`src/rtl/rs232_pkg.sv`:
```
// Shared types for the RS232 transmit path: arbiter FSM states, byte width
// and a one-hot to index encoder for up to eight requesters.
package rs232_pkg;

  localparam int RS232_BYTE_W = 8;
  localparam int RS232_IDX_W  = 3;

  typedef enum logic [1:0] {
    IDLE  = 2'd0,
    LOAD  = 2'd1,
    SEND  = 2'd2,
    DRAIN = 2'd3
  } tx_arb_state_t;

  function automatic logic [RS232_IDX_W-1:0] onehot_to_idx(input logic [7:0] oh);
    onehot_to_idx = {|(oh & 8'hF0), |(oh & 8'hCC), |(oh & 8'hAA)};
  endfunction

endpackage

```
`src/rtl/rs232_rr_pick.sv`:
```
// Combinational round-robin pick: lowest active request searching upward from ptr+1,
// wrapping modulo NUM_REQ; returns the one-hot winner and an any-request flag.
module rs232_rr_pick
  import rs232_pkg::*;
#(
  parameter int NUM_REQ = 4
) (
  input  logic [NUM_REQ-1:0]     req_vld,
  input  logic [RS232_IDX_W-1:0] ptr,
  output logic [NUM_REQ-1:0]     win,
  output logic                   any
);

  logic [RS232_IDX_W:0] shift;
  logic [NUM_REQ-1:0]   rot_req;
  logic [NUM_REQ-1:0]   rot_win;

  // Rotate so bit 0 is requester ptr+1, isolate the lowest set bit, rotate back.
  always_comb begin
    shift   = {1'b0, ptr} + {{RS232_IDX_W{1'b0}}, 1'b1};
    rot_req = NUM_REQ'({req_vld, req_vld} >> shift);
    rot_win = rot_req & (-rot_req);
    win     = NUM_REQ'(({rot_win, rot_win} << shift) >> NUM_REQ);
    any     = |req_vld;
  end

endmodule

```
`src/rtl/rs232_tx_arbiter.sv`:
```
// Frame-level round-robin arbiter for one RS232 byte transmitter; first byte on tx_vld two cycles
// after req_vld in IDLE, grant held until the owner's last byte drains (RS232_TX_ARB_TIMEOUT_EN adds stall abort).
module rs232_tx_arbiter
  import rs232_pkg::*;
#(
  parameter int NUM_REQ     = 4,
  parameter int TIMEOUT_CYC = 65535
) (
  input  logic                            clock,
  input  logic                            reset_n,
  input  logic [NUM_REQ-1:0]              req_vld,
  input  logic [RS232_BYTE_W*NUM_REQ-1:0] req_data,
  input  logic [NUM_REQ-1:0]              req_last,
  output logic [NUM_REQ-1:0]              req_rdy,
  output logic [NUM_REQ-1:0]              grant,
  output logic                            busy,
  output logic [RS232_BYTE_W-1:0]         tx_data,
  output logic                            tx_vld,
  input  logic                            tx_rdy,
  output logic                            frame_abort
);

  tx_arb_state_t           state_q, state_d;
  logic [RS232_IDX_W-1:0]  ptr_q, ptr_d;
  logic [NUM_REQ-1:0]      grant_q, grant_d;
  logic [RS232_BYTE_W-1:0] byte_q, byte_d;
  logic                    last_q, last_d;
  logic                    busy_q, busy_d;
  logic                    tx_vld_q, tx_vld_d;

  logic [NUM_REQ-1:0]      pick_win;
  logic                    pick_any;
  logic [RS232_IDX_W-1:0]  owner_idx;
  logic                    own_vld;
  logic                    own_last;
  logic [RS232_BYTE_W-1:0] own_byte;

`ifdef RS232_TX_ARB_TIMEOUT_EN
  localparam int CNT_W = $clog2(TIMEOUT_CYC + 1);
  logic [CNT_W-1:0] cnt_q, cnt_d;
  logic             abort_q, abort_d;
  logic             cnt_hit;
`endif

  rs232_rr_pick #(
    .NUM_REQ (NUM_REQ)
  ) u_pick (
    .req_vld (req_vld),
    .ptr     (ptr_q),
    .win     (pick_win),
    .any     (pick_any)
  );

  always_comb begin
    owner_idx = onehot_to_idx(8'(grant_q));
    own_vld   = |(req_vld & grant_q);
    own_last  = |(req_last & grant_q);
    own_byte  = RS232_BYTE_W'(req_data >> {owner_idx, 3'b000});
  end

`ifdef RS232_TX_ARB_TIMEOUT_EN
  assign cnt_hit = (cnt_q == CNT_W'(TIMEOUT_CYC - 1));
`endif

  always_comb begin
    state_d = state_q;
    ptr_d   = ptr_q;
    grant_d = grant_q;
    byte_d  = byte_q;
    last_d  = last_q;
`ifdef RS232_TX_ARB_TIMEOUT_EN
    abort_d = 1'b0;
    cnt_d   = '0;
`endif
    case (state_q)
      IDLE: begin
        if (pick_any) begin
          grant_d = pick_win;
          state_d = LOAD;
        end
      end
      LOAD: begin
        if (own_vld) begin
          byte_d  = own_byte;
          last_d  = own_last;
          state_d = SEND;
        end
`ifdef RS232_TX_ARB_TIMEOUT_EN
        else if (cnt_hit) begin
          abort_d = 1'b1;
          ptr_d   = owner_idx;
          grant_d = '0;
          state_d = IDLE;
        end
`endif
      end
      SEND: begin
        if (!tx_rdy) begin
          state_d = DRAIN;
        end
      end
      DRAIN: begin
        // tx_rdy rising again marks the end of the stop bit.
        if (tx_rdy) begin
          if (last_q) begin
            ptr_d   = owner_idx;
            grant_d = '0;
            state_d = IDLE;
          end else begin
            state_d = LOAD;
          end
        end
      end
    endcase
    busy_d   = (state_d != IDLE);
    tx_vld_d = (state_d == SEND);
`ifdef RS232_TX_ARB_TIMEOUT_EN
    // Counts only stalled cycles spent continuously in LOAD.
    if (state_q == LOAD && state_d == LOAD) begin
      cnt_d = cnt_q + CNT_W'(1);
    end
`endif
  end

  always_ff @(posedge clock or negedge reset_n) begin
    if (!reset_n) begin
      state_q  <= IDLE;
      ptr_q    <= RS232_IDX_W'(NUM_REQ - 1);
      grant_q  <= '0;
      byte_q   <= '0;
      last_q   <= 1'b0;
      busy_q   <= 1'b0;
      tx_vld_q <= 1'b0;
    end else begin
      state_q  <= state_d;
      ptr_q    <= ptr_d;
      grant_q  <= grant_d;
      byte_q   <= byte_d;
      last_q   <= last_d;
      busy_q   <= busy_d;
      tx_vld_q <= tx_vld_d;
    end
  end

`ifdef RS232_TX_ARB_TIMEOUT_EN
  always_ff @(posedge clock or negedge reset_n) begin
    if (!reset_n) begin
      cnt_q   <= '0;
      abort_q <= 1'b0;
    end else begin
      cnt_q   <= cnt_d;
      abort_q <= abort_d;
    end
  end

  assign frame_abort = abort_q;
`else
  assign frame_abort = 1'b0;
`endif

  assign req_rdy = (state_q == LOAD) ? grant_q : '0;
  assign grant   = grant_q;
  assign busy    = busy_q;
  assign tx_data = byte_q;
  assign tx_vld  = tx_vld_q;

endmodule
```
`config.mk`:
```
export PLATFORM = sky130hd
export DESIGN_NAME = rs232_tx_arbiter
export DESIGN_NICKNAME = d
export VERILOG_FILES = /design/src/rtl/rs232_pkg.sv /design/src/rtl/rs232_rr_pick.sv /design/src/rtl/rs232_tx_arbiter.sv
export SDC_FILE = /design/constraint.sdc
export NUM_CORES = 1
export LEC_CHECK = 0
export ABC_AREA = 1
export CORE_MARGIN = 2
export CORE_UTILIZATION = 38
export DETAILED_ROUTE_END_ITERATION = 6
export GPL_TIMING_DRIVEN = 0
export HOLD_SLACK_MARGIN = 0.12
export PLACE_DENSITY = 0.76
export RECOVER_POWER = 100
export SETUP_SLACK_MARGIN = 0.5
export SYNTH_ARGS = -nofsm -noshare
export SYNTH_HDL_FRONTEND = slang
export SYNTH_SLANG_ARGS = --single-unit
```
`constraint.sdc`:
```
create_clock -name clock -period 1.3 [get_ports clock]
set_input_delay 0.26 -clock clock [delete_from_list [all_inputs] [get_ports clock]]
set_output_delay 0.26 -clock clock [all_outputs]
set_load 0.01 [all_outputs]
```
# Yosys cells after proc, flatten, opt, wreduce, memory -nomap -nowiden
# Cells that the tools add are included.
# word_totals
register_bits	19
input_bits	43
wordCells	44
# op_classes
n_addsub	2
eq_ne	7
shift	3
muxes	11
n_bitwise	3
reduce_logical	11
# op_table
op	count
$shr 32x5->8	1
$mux 4	4
$and 4x4->4	3
$reduce_or 4->1	3
$mux 2	4
$pmux 2 s4	1
$pmux 4 s2	1
$shl 8x4->8	1
$shr 8x4->4	1
$eq 2x2->1 const B	3
$ne 2x2->1 const B	3
$neg 4->4	1
$reduce_and 4->1	1
$reduce_bool 2->1	2
$reduce_or 2->1	2
$add 2x1->3 const B	1
$reduce_and 3->1	1
$eq 2x1->1 const B	1
$logic_not 2->1	1
$reduce_and 2->1	1
$mux 1	1

# Logic depth before layout (Yosys ltp)
# logic_depth
depth_word	7
depth_mapped	12

# Modules after synthesis
# A second synthesis with hierarchy kept.
# unflattened
hier_cells	271
area_unflattened_um2	1686.6
# modules_own_cells
mod	instances	cells_per_inst	area_per_inst_um2
rs232_tx_arbiter	1	199	1297.5
rs232_rr_pick	1	72	389.1

# Least setup slack after synthesis
# Ideal clock, no wire load.
# synth_timing
kind	reg-to-reg
from	register ptr_q[0]
to	register grant_q[1], in the netlist grant[1]
arrival_time_ns	1.329
setup_slack_ns	-0.094
path_stages_with_launch	12
path_buffers	1
cell_sequence	dfstp_2 > buf_6 > inv_6 > nand2_2 > nand3_2 > nand2_4 > nand2_4 > o21ai_1 > nand3_1 > nand2_1 > nand2_1 > nand2_1
# synth_via
elab_chain_cells	7
# synth_rtl
item	line_no	source
from (decl)	rs232_tx_arbiter.sv:24	logic [RS232_IDX_W-1:0] ptr_q, ptr_d;
from (signal assigned)	rs232_tx_arbiter.sv:128	ptr_q <= RS232_IDX_W'(NUM_REQ - 1);
from (signal assigned)	rs232_tx_arbiter.sv:136	ptr_q <= ptr_d;
$add 2x1->3 (*)	rs232_rr_pick.sv:20	shift = {1'b0, ptr} + {{RS232_IDX_W{1'b0}}, 1'b1};
$shr 8x4->4	rs232_rr_pick.sv:21	rot_req = NUM_REQ'({req_vld, req_vld} >> shift);
$neg 4->4	rs232_rr_pick.sv:22	rot_win = rot_req & (-rot_req);
$and 4x4->4	rs232_rr_pick.sv:22	
$shl 8x4->8 (*)	rs232_rr_pick.sv:23	win = NUM_REQ'(({rot_win, rot_win} << shift) >> NUM_REQ);
$mux 4 (*)	rs232_tx_arbiter.sv:77	if (pick_any) begin
$pmux 4 s2 (*)	rs232_tx_arbiter.sv:75	case (state_q)
to (signal assigned)	rs232_tx_arbiter.sv:137	grant_q <= grant_d;
to (decl)	rs232_tx_arbiter.sv:25	logic [NUM_REQ-1:0] grant_q, grant_d;
# Mark *: on every way between the ends. The rest lies on a longest branch, timed or not. The select of a mux whose other input is x is not followed.
# A chain may end at the register's enable or synchronous reset.

# Worst setup path in the final report
# layout_timing
from	register grant_q[3], in the netlist grant[3]
to	register byte_q[5], in the netlist tx_data[5]
# layout_via
elab_chain_cells	3
# layout_rtl
item	line_no	source
parallel branches: the longest is 3 deep, another holds $shr 32x5->8	-	
to (signal assigned)	rs232_tx_arbiter.sv:138	byte_q <= byte_d;
to (decl)	rs232_tx_arbiter.sv:26	logic [RS232_BYTE_W-1:0] byte_q, byte_d;
# Parallel ways; which one is timed is not known.

==> flow_summary.yaml <==
outcome:
  outcome: "finished, violations left"
  failed_checks: "negative setup slack"
worst_setup_path:
  arrival_ns: 1.67
  cp_num_cells: 9
  max_stage_delay_ns: 0.40
  startpoint_type: "flip-flop"
  path_class: "reg2reg"
  path_delay_family: "buffers and inverters"
  crit_required_ns: 1.45
  cp_cell_sequence: "clkbuf_1 -> inv_8 -> nand2_8 -> clkinvlp_4 -> buf_4 -> o21ai_2 -> o22ai_1 -> nand2_2 -> nand2_1"
  cpMaxStageDelayCell: "dfrtp_2"
  end_kind: "flip-flop"
  rr_worst_depth: 9
  path_buf_inv: 4
  crit_fanout: 7
logic_synthesis:
  yosysTopAreaCell: "dfrtp_1"
  synth_ff_type: "dfrtp_1"
  yosysMostFrequentCell: "nand2_1"
  synth_top_area_frac: 0.301
  synth.ff_latch_count: 19
  syn-cell-area_um2: 1410
  ys_types: 30
  synth_edf_count: 0
  yosysWarnings: 0
  async_flop_share: 1.00
  syn-instance-count: 206
  synth.net_count: 250
  postSynthAreaPerCell_um2: 6.85
  yosysSeqAreaShare: 0.339
  synth_common_cells: "nand2_1 (47), nor2_1 (39), o21ai_0 (24), dfrtp_1 (17), inv_1 (17)"
  ys_top_cells_by_area: "dfrtp_1 (30%), nand2_1 (13%), nor2_1 (10%), o21ai_0 (8.5%), nand3_1 (5.7%)"
drt:
  viasPerCell: 5.22
  via_count: 1842
  drtIter0Drc: 99
  wl_per_cell_um: 14.6
  drc: 0
  wl_um: 5150
  antenna_left: 0
  drtPass1Iterations: 4
placement:
  port_buffers: 60
  dp_hpwl_um: 3110
  post-place-ws_ns: -0.397
  gp_congestion: 0.857
  dp_cells: 314
cts:
  cts_buffers: 3
  cts_tree: "built"
  cts_root_buffer: "clkbuf_8"
  cts.clk_slew.worst_paths_ns: 0.07
  clock_sinks: 19
  clkLatencyLatePin_ns: 0.25
  cts_buffer_depth: 2
  htree_levels: 1
die:
  coreArea_um2: 3610
  die-width_um: 64.9
  die_area_um2: 4220
  die_h_um: 64.9
  initial_core_util: 0.391
  ios: 62
  row_count: 22
sta:
  setup-violations-final: 21
  report.final.slew_viol_count: 0
  fin_tns_setup_ns: -2.89
  period_share: 1.17
  rsz0062_at_grt: "true"
  max_slew.worst_pin.slew_ns: 1.04
  hold_ws_ns: 0.159
  fmax_mhz: 655
  layout_min_cycle_time_ns: 1.53
  setup_ws_ns: -0.226
  hold_violations: 0
  maxSlewHeadroom: 0.310
  clock_skew_ns: 0.00528
pwr:
  p_leak_nw: 1.20
  ir_drop_mv: 1.41
  power_density_nw_per_um2: 2400
layout:
  post-route-util: 0.736
  fin_cells: 353
  antenna_cells: 0
  area_delta_synth_final_pct: 88.0
  nets: 350
  layout-drive-gt1-share: 0.416
  fill_cells: 277
global_routing:
  grt_pass1_wl_um: 7380
  grt_overflow: 0
  grt_max_degree: 20
  grt_pass1_vias: 1685
  grt_use_total: 0.227
  antenna_found_initial: 0
run:
  max_cap_violations: 0
worst_hold_path:
  min_path_type: "in2async"
final timing paths:
check,from,endpoint,slack (ns)
setup / recovery,grant[3],tx_data[5],-0.23
hold / removal,reset_n,busy,0.16
setup reg to reg,grant[3],tx_data[5],-0.23
hold reg to reg,tx_data[0],tx_data[0],0.50
max in group asynchronous,reset_n,grant[3],0.45
min in group clock,tx_rdy,busy,0.46
final cells by class:
class	instances	area (µm²)	share of cell area
flip-flops and latches	19	480	0.181
clock inverters	1	5.00	0.00189
well taps	48	60.1	0.0226
repair buffers	95	843	0.318
multi-input cells	163	1060	0.400
inverters	19	100	0.0377
plain buffers	5	61.3	0.0231
clock buffers	3	41.3	0.0156
state kept, by name (all words and copies together), names as in the netlist:
name / flops
grant: 4
ptr_q: 2
busy: 1
tx_data: 8
state_q: 2
tx_vld: 1
last_q: 1
cell usage in the layout, fill, tap and decap left out, types with 2 or more instances in the layout:
cell type / count
buf_12: 2
buf_6: 20
nand3_2: 6
o21ai_2: 9
dfstp_2: 2
o21ai_1: 7
a21oi_2: 4
buf_4: 21
a31oi_1: 3
nand2_2: 16
nor2_2: 3
inv_4: 2
nand2_4: 5
o22ai_2: 4
dlygate4sd2_1: 3
dfrtp_2: 2
clkbuf_1: 14
o22ai_1: 2
clkdlybuf4s50_1: 37
inv_2: 5
inv_8: 2
inv_1: 8
nor2_1: 29
dfrtp_1: 15
clkbuf_8: 3
nand4_1: 2
nand2_1: 33
nor2_4: 10
nand3_1: 11
o21ai_0: 9
cells by family after synthesis:
kind of cell,after synthesis,synth area share
simple gates,118,0.386
compound gates,43,0.180
buf+inv,24,0.0842
flops,19,0.339
fa+ha+maj,1,0.00886
other cells,1,0.00266
what timing repair did:
action | in CTS | in global routing
endpoints found under the setup margin | 56 | 37
hold endpoints to repair | 17 | 17
pin swaps | 16 | 21
setup buffers | 23 | 10
gates resized for setup | 130 | 49
gates cloned | 2 | 0
through the flow:
step | power (mW) | instance area, µm²
final | 6.36 | 2650
after global routing | 6.78 | 2650
after CTS | 5.60 | 2470
after detailed placement | 4.41 | 2160
after global placement | 4.38 | 2160
after floorplan | 3.38 | 1500
routing by layer:
metal | GRT usage | up-vias | routed length [µm]
met5 | 0 | - | 0
met4 | 0.0691 | 0 | 97
met3 | 0.0573 | 12 | 331
met2 | 0.429 | 69 | 2730
met1 | 0.245 | 882 | 1990
li1 | - | 879 | -
where the power goes:
group          total, mW  leakage, nW  switching, mW  internal (mW)
combinational       4.83        0.955           2.68           2.15
clock              0.411       0.0255          0.198          0.213
sequential          1.12        0.223          0.228          0.892
Note: power is estimated with default switching activity, not from simulation.
